### config.mk
export PLATFORM = sky130hd
export DESIGN_NAME = calc_input_seq_flat
export DESIGN_NICKNAME = d
export VERILOG_FILES = /design/src/rtl/calc_input_seq_if.sv /design/src/rtl/calc_input_seq.sv /design/src/flat_wrapper.sv
export SDC_FILE = /design/constraint.sdc
export NUM_CORES = 1
export LEC_CHECK = 0
export CAP_MARGIN = 15
export CELL_PAD_IN_SITES_DETAIL_PLACEMENT = 0
export CELL_PAD_IN_SITES_GLOBAL_PLACEMENT = 2
export CORE_UTILIZATION = 31
export DETAILED_ROUTE_END_ITERATION = 10
export GPL_ROUTABILITY_DRIVEN = 0
export PLACE_DENSITY_LB_ADDON = 0.1
export RECOVER_POWER = 50
export SLEW_MARGIN = 20
export SYNTH_ARGS = -nofsm -noshare
export SYNTH_HDL_FRONTEND = slang
export SYNTH_SLANG_ARGS = --single-unit
### constraint.sdc
create_clock -name clk -period 1.36 [get_ports clk]
set_input_delay 0.272 -clock clk [delete_from_list [all_inputs] [get_ports clk]]
set_output_delay 0.272 -clock clk [all_outputs]
set_load 0.02 [all_outputs]
### src/rtl/calc_input_seq_if.sv
// Operand-entry bus: switch/button inputs toward the sequencer and the
// captured operands plus load strobe back toward the calculator core.
interface calc_input_seq_if;
  logic [2:0] sw;
  logic       enter_btn;
  logic       clear_btn;
  logic [2:0] a;
  logic [2:0] b;
  logic [1:0] op;
  logic       load;
  logic [1:0] stage;

  modport master (
    output sw, enter_btn, clear_btn,
    input  a, b, op, load, stage
  );

  modport slave (
    input  sw, enter_btn, clear_btn,
    output a, b, op, load, stage
  );
endinterface

### src/rtl/calc_input_seq.sv
// Operand-entry sequencer: synchronises and debounces ENTER, synchronises
// CLEAR, and steps through A -> B -> OP captures, strobing load on the last.
module calc_input_seq #(
  parameter int DEBOUNCE_CYCLES = 4,
  parameter int CNT_W           = 3
) (
  input logic             clk,
  input logic             rst,
  calc_input_seq_if.slave bus
);

  typedef enum logic [1:0] {
    S_A  = 2'b00,
    S_B  = 2'b01,
    S_OP = 2'b10
  } state_t;

  logic             enter_meta;
  logic             enter_s;
  logic             clear_meta;
  logic             clear_s;
  logic             stable;
  logic             stable_q;
  logic [CNT_W-1:0] cnt;
  logic             enter_pulse;

  state_t           state;
  logic [2:0]       a_q;
  logic [2:0]       b_q;
  logic [1:0]       op_q;
  logic             load_q;

  // Two-flop synchronisers for both raw buttons.
  always_ff @(posedge clk or posedge rst) begin
    if (rst) begin
      enter_meta <= 1'b0;
      enter_s    <= 1'b0;
      clear_meta <= 1'b0;
      clear_s    <= 1'b0;
    end else begin
      enter_meta <= bus.enter_btn;
      enter_s    <= enter_meta;
      clear_meta <= bus.clear_btn;
      clear_s    <= clear_meta;
    end
  end

  // Debounce: accept a new level only after DEBOUNCE_CYCLES consecutive
  // samples that disagree with the current stable value.
  always_ff @(posedge clk or posedge rst) begin
    if (rst) begin
      stable <= 1'b0;
      cnt    <= '0;
    end else if (enter_s == stable) begin
      cnt <= '0;
    end else if (cnt == CNT_W'(DEBOUNCE_CYCLES - 1)) begin
      stable <= enter_s;
      cnt    <= '0;
    end else begin
      cnt <= cnt + CNT_W'(1);
    end
  end

  // Delayed stable value for rising-edge (press) detection.
  always_ff @(posedge clk or posedge rst) begin
    if (rst) stable_q <= 1'b0;
    else     stable_q <= stable;
  end

  assign enter_pulse = stable & ~stable_q;

  // Entry FSM: capture one field per press; clear forces back to S_A.
  always_ff @(posedge clk or posedge rst) begin
    if (rst) begin
      state  <= S_A;
      a_q    <= '0;
      b_q    <= '0;
      op_q   <= '0;
      load_q <= 1'b0;
    end else begin
      load_q <= 1'b0;
      if (clear_s) begin
        state <= S_A;
      end else if (enter_pulse) begin
        case (state)
          S_A: begin
            a_q   <= bus.sw;
            state <= S_B;
          end
          S_B: begin
            b_q   <= bus.sw;
            state <= S_OP;
          end
          S_OP: begin
            op_q   <= bus.sw[1:0];
            load_q <= 1'b1;
            state  <= S_A;
          end
          default: state <= S_A;
        endcase
      end
    end
  end

  assign bus.a     = a_q;
  assign bus.b     = b_q;
  assign bus.op    = op_q;
  assign bus.load  = load_q;
  assign bus.stage = state;

endmodule

### src/flat_wrapper.sv
// flat-port wrapper written by rule: the top's interface ports become plain ports
module calc_input_seq_flat 
#(
  parameter int DEBOUNCE_CYCLES = 4,
  parameter int CNT_W           = 3
)
  (clk, rst, bus_sw, bus_enter_btn, bus_clear_btn, bus_a, bus_b, bus_op, bus_load, bus_stage);
  calc_input_seq_if bus_i ();
  input logic clk;
  input logic rst;
  input wire logic [$bits(bus_i.sw)-1:0] bus_sw;
  input wire logic [$bits(bus_i.enter_btn)-1:0] bus_enter_btn;
  input wire logic [$bits(bus_i.clear_btn)-1:0] bus_clear_btn;
  output wire logic [$bits(bus_i.a)-1:0] bus_a;
  output wire logic [$bits(bus_i.b)-1:0] bus_b;
  output wire logic [$bits(bus_i.op)-1:0] bus_op;
  output wire logic [$bits(bus_i.load)-1:0] bus_load;
  output wire logic [$bits(bus_i.stage)-1:0] bus_stage;
  assign bus_i.sw = bus_sw;
  assign bus_i.enter_btn = bus_enter_btn;
  assign bus_i.clear_btn = bus_clear_btn;
  assign bus_a = bus_i.a;
  assign bus_b = bus_i.b;
  assign bus_op = bus_i.op;
  assign bus_load = bus_i.load;
  assign bus_stage = bus_i.stage;
  calc_input_seq #(.DEBOUNCE_CYCLES(DEBOUNCE_CYCLES), .CNT_W(CNT_W)) u_core (.clk(clk), .rst(rst), .bus(bus_i));
endmodule
**After elaboration in Yosys (flattened, before gate mapping)**

Cells that the tools add are included.

- Input port bits: 7
- Register bits: 20
- Output and inout bits: 11

- Muxes and demuxes: 8
- Add/sub/neg operators: 1
- Reductions and logical operators: 6
- Equality and inequality tests: 4
- Bitwise logic cells: 4

Operators by type and width:

| cell | number |
|---|---|
| $reduce_and A3 Y1 | 3 |
| $mux W3 | 2 |
| $mux W2 | 2 |
| $pmux W2 S2 | 1 |
| $add A3 B1 Y3 const B | 1 |
| $eq A3 B2 Y1 const B | 1 |
| $mux W1 | 3 |
| $not A1 Y1 | 3 |
| $eq A2 B1 Y1 const B | 1 |
| $eq A2 B2 Y1 const B | 1 |
| $logic_not A2 Y1 | 1 |
| $reduce_and A2 Y1 | 1 |
| $reduce_bool A2 Y1 | 1 |
| $and A1 B1 Y1 | 1 |
| $eq A1 B1 Y1 | 1 |

**Longest topological paths before layout**

- Depth in word-level cells: 4
- Gate-level depth with buffers: 3

**Worst setup path before layout**

OpenSTA, ideal clock, no wires.

- Path type: reg2reg
- Start point: register u_core.state[0], in the netlist u_core.bus.stage[0]
- End point: register u_core.b_q[0], in the netlist u_core.bus.b[0]
- Setup slack: 0.171 ns
- Cell stages (with the launch flop): 4
- Library setup time: 0.125 ns
- Arrival time: 1.064 ns
- Path through: dfrtp_1 -> nor2b_1 -> nand2_1 -> mux2_2

- Cells in the longest elaborated chain, start to end: 2

Ends and longest elaborated chain:

| element | line | text |
|---|---|---|
| start, declared | calc_input_seq.sv:27 | `state_t state;` |
| start signal, assigned | calc_input_seq.sv:75 | `state <= S_A;` |
| start signal, assigned | calc_input_seq.sv:83 | `state <= S_A;` |
| start signal, assigned | calc_input_seq.sv:88 | `state <= S_B;` |
| $eq A2 B1 Y1 | calc_input_seq.sv:85 | `case (state)` |
| $reduce_and A3 Y1 (no line) | - |  |
| end signal, assigned | calc_input_seq.sv:91 | `b_q <= bus.sw;` |
| end, declared | calc_input_seq.sv:29 | `logic [2:0] b_q;` |

Every way passes these cells.
A chain may end at the register's enable or synchronous reset.

**Worst setup path after layout**

- Start point: register u_core.state[0], in the netlist u_core.bus.stage[0]
- End point: output bus_stage[0]

RTL lines:

| element | line | text |
|---|---|---|
| end, declared | flat_wrapper.sv:18 | `output wire logic [$bits(bus_i.stage)-1:0] bus_stage;` |

No word-level cell between the ends.

==> flow_metrics.py <==
metrics = {
    "cts": {
        "hold_buffers": 0,
        "htreeDepth": 1,
        "root_buffer": "clkbuf_4",
        "path_clk_slew_ns": 0.10,
        "clock-sinks": 20,
        "clk_path_buf_depth": 2,
        "numCtsBuffers": 3,
        "cts_tree": "built",
        "clock_latency_ns": 0.29,
    },
    "yosys": {
        "seq_area_frac_synth_pct": 68.26,
        "syn_area_um2": 733.2,
        "yosysWarnings": 0,
        "synth.avg_cell_area_um2": 15.28,
        "synth.distinct_cells": 13,
        "syn-instance-count": 48,
        "syn_nets": 56,
        "yosys_register_bits": 20,
    },
    "power": {
        "ir_worst_vdd_mv": 0.8254,
        "leakage_nw": 0.4455,
        "power-per-cell-area_nw_per_um2": 1966,
    },
    "worst_setup_path": {
        "critPathRequiredTime_ns": 1.09,
        "cp_slowest_cell": "dfrtp_1",
        "criticalPathCategory": "reg -> out",
        "cp_num_buf_inv": 1,
        "rrSetupSlack_ns": 0.15,
        "r2r_cells": 3,
        "worstReg2RegEnd": "u_core.bus.op[0]",
        "cp_num_cells": 1,
        "start_kind": "register",
        "path_cells": "clkdlybuf4s15_1",
        "end_kind": "primary output",
        "startpoint": "u_core.bus.stage[0]",
        "arrival_ns": 1.01,
        "setup.worst_path.end": "bus_stage[0]",
        "cp_slowest_stage_delay_ns": 0.41,
        "r2r-start": "u_core.stable",
        "crit_family": "flip-flops",
        "worstPathMaxFanout": 5,
    },
    "grt": {
        "grt_usage_pct": 11.55,
        "grt_pass1_wl_mm": 2.097,
        "overflow": 0,
        "grt_pass1_vias": 474,
        "grt_max_degree": 21,
        "antenna_found_initial": 0,
    },
    "placement": {
        "place_area_um2": 945.9,
        "place_hpwl_um": 840.1,
        "portBuffers": 17,
    },
    "timing": {
        "finClkSkew_ns": 0.002850,
        "maxSlewViolCount": 0,
        "finalCritPeriodShare_pct": 94.42,
        "fin_setup_tns_ns": 0,
        "fmax_mhz": 778.8,
        "setup_viol_count_final": 0,
        "slew_headroom_pct": 68.33,
        "fin_crit_ns": 1.284,
        "final_hold_viol_count": 0,
        "rsz0062_at_grt": "no",
        "tightest_slew_ns": 0.4750,
    },
    "routing": {
        "wire_per_inst_um": 11.24,
        "vias": 429,
        "drt-initial-drc-count": 2,
        "drt_wl_total_mm": 1.090,
        "viasPerCell": 4.423,
        "drc": 0,
        "postRouteAntennaNets": 0,
        "first_pass_iters": 2,
    },
    "worst_hold_path": {
        "min_from": "u_core.enter_meta",
        "holdPathStages": 0,
        "hold_path_class": "reg -> reg",
    },
    "die": {
        "fp-row-count": 17,
        "io_pins": 18,
        "fp.dieH_um": 50.64,
        "start_util_pct": 33.14,
        "core_um2": 2212,
        "die_x_um": 50.64,
        "dieArea_um2": 2564,
    },
    "finish": {
        "fin_nets": 79,
        "final_area_um2": 949.7,
        "fin_util_pct": 42.93,
        "fillers": 229,
        "area_growth_pct": 29.52,
        "n_antenna_cell": 0,
        "drive_gt1_share_pct": 21.74,
    },
    "run_status": {
        "status": "finished, final reports clean",
    },
    "flow_run": {
        "cap_violations": 0,
    },
}
-- timing repair --
item                                    CTS  global route
setup buffers                             0             0
endpoints found under the hold margin     0             0
endpoints found under the setup margin   11             2
resized for setup                        11             3
-- kinds of logic after synthesis --
kind of cell             after synthesis  share of synthesized area, %
AND/OR/NAND/NOR                       13                         11.26
XOR/XNOR                               1                         1.195
adder cells (fa/ha/maj)                1                         1.706
flip-flops                            20                         68.26
buffers and inverters                  2                         1.024
multiplexers                          11                         16.55
-- placed cells by master (no fill, tap or decap) --
cell type,netlist,final
clkbuf_2,0,2
clkbuf_4,0,3
clkdlybuf4s15_1,0,1
clkdlybuf4s50_1,0,3
dfrtp_1,20,20
dlygate4sd2_1,0,9
dlygate4sd3_1,0,3
ha_1,1,1
inv_1,2,2
mux2_2,9,9
mux2i_1,2,2
nand2_1,2,2
nand3b_1,1,1
nor2_1,3,3
nor2b_1,4,4
nor3_1,1,1
nor3b_1,1,1
nor3b_4,1,1
xnor2_1,1,1
-- routing by layer --
| metal | vias up | global-route usage [%] | share of wire [%] |
|---|---|---|---|
| li1 | 204 | - | - |
| met1 | 210 | 12.69 | 47 |
| met2 | 11 | 18.67 | 46 |
| met3 | 4 | 3.636 | 3.9 |
| met4 | 0 | 8.333 | 3.0 |
| met5 | - | 0 | 0 |
-- area by class of cell --
class                      instances  area [µm²]  area share, %
tap                               28       35.03          3.689
sequential                        20       500.5          52.70
clock buffer                       3       22.52          2.372
inverter                           2       7.507         0.7905
timing repair buffer              18       158.9          16.73
multi-input combinational         26       225.2          23.72
-- worst min-delay path by stage --
| stage | to | slack [ns] |
|---|---|---|
| finish | u_core.enter_s | 0.36 |
| global route | u_core.enter_s | 0.38 |
| CTS | u_core.enter_s | 0.30 |
| detailed placement | u_core.enter_s | 0.34 |
| global placement | u_core.clear_s | 0.33 |
| floorplan | u_core.bus.a[0] | 0.24 |
-- cells in the mapped netlist (all sizes together) --
library cell,instances,area (µm²)
dfrtp,20,500.5
mux2,9,101.4
nor2b,4,25.02
nor2,3,11.26
inv,2,7.510
mux2i,2,20.02
nand2,2,7.510
nor3b,2,26.28
ha,1,12.51
nand3b,1,7.510
nor3,1,5.000
xnor2,1,8.760
-- state kept, by name (all words and copies together), names as in the netlist --
name,count
u_core.clear_s,1
u_core.enter_meta,1
u_core.enter_s,1
u_core.stable_q,1
u_core.clear_meta,1
u_core.stable,1
u_core.cnt,3
u_core.bus.load,1
u_core.bus.op,2
u_core.bus.a,3
u_core.bus.b,3
u_core.bus.stage,2
-- per-stage QoR --
step	hold slack [ns]	setup slack [ns]	power, mW	instances
2_1_floorplan	0.2358	0.1714	1.374	48
3_3_place_gp	0.3344	0.1058	1.719	94
3_5_place_dp	0.3387	0.08688	1.730	94
4_1_cts	0.3039	0.02534	1.899	97
5_1_grt	0.3799	0.009731	2.017	97
6_report	0.3601	0.07594	1.867	97
-- power breakdown --
part	total, mW	switching [mW]	leakage, nW	internal, mW
clock	0.263	0.160	0.0138	0.103
sequential	0.902	0.116	0.245	0.785
combinational	0.703	0.355	0.187	0.348
(Power assumes the default switching activity.)
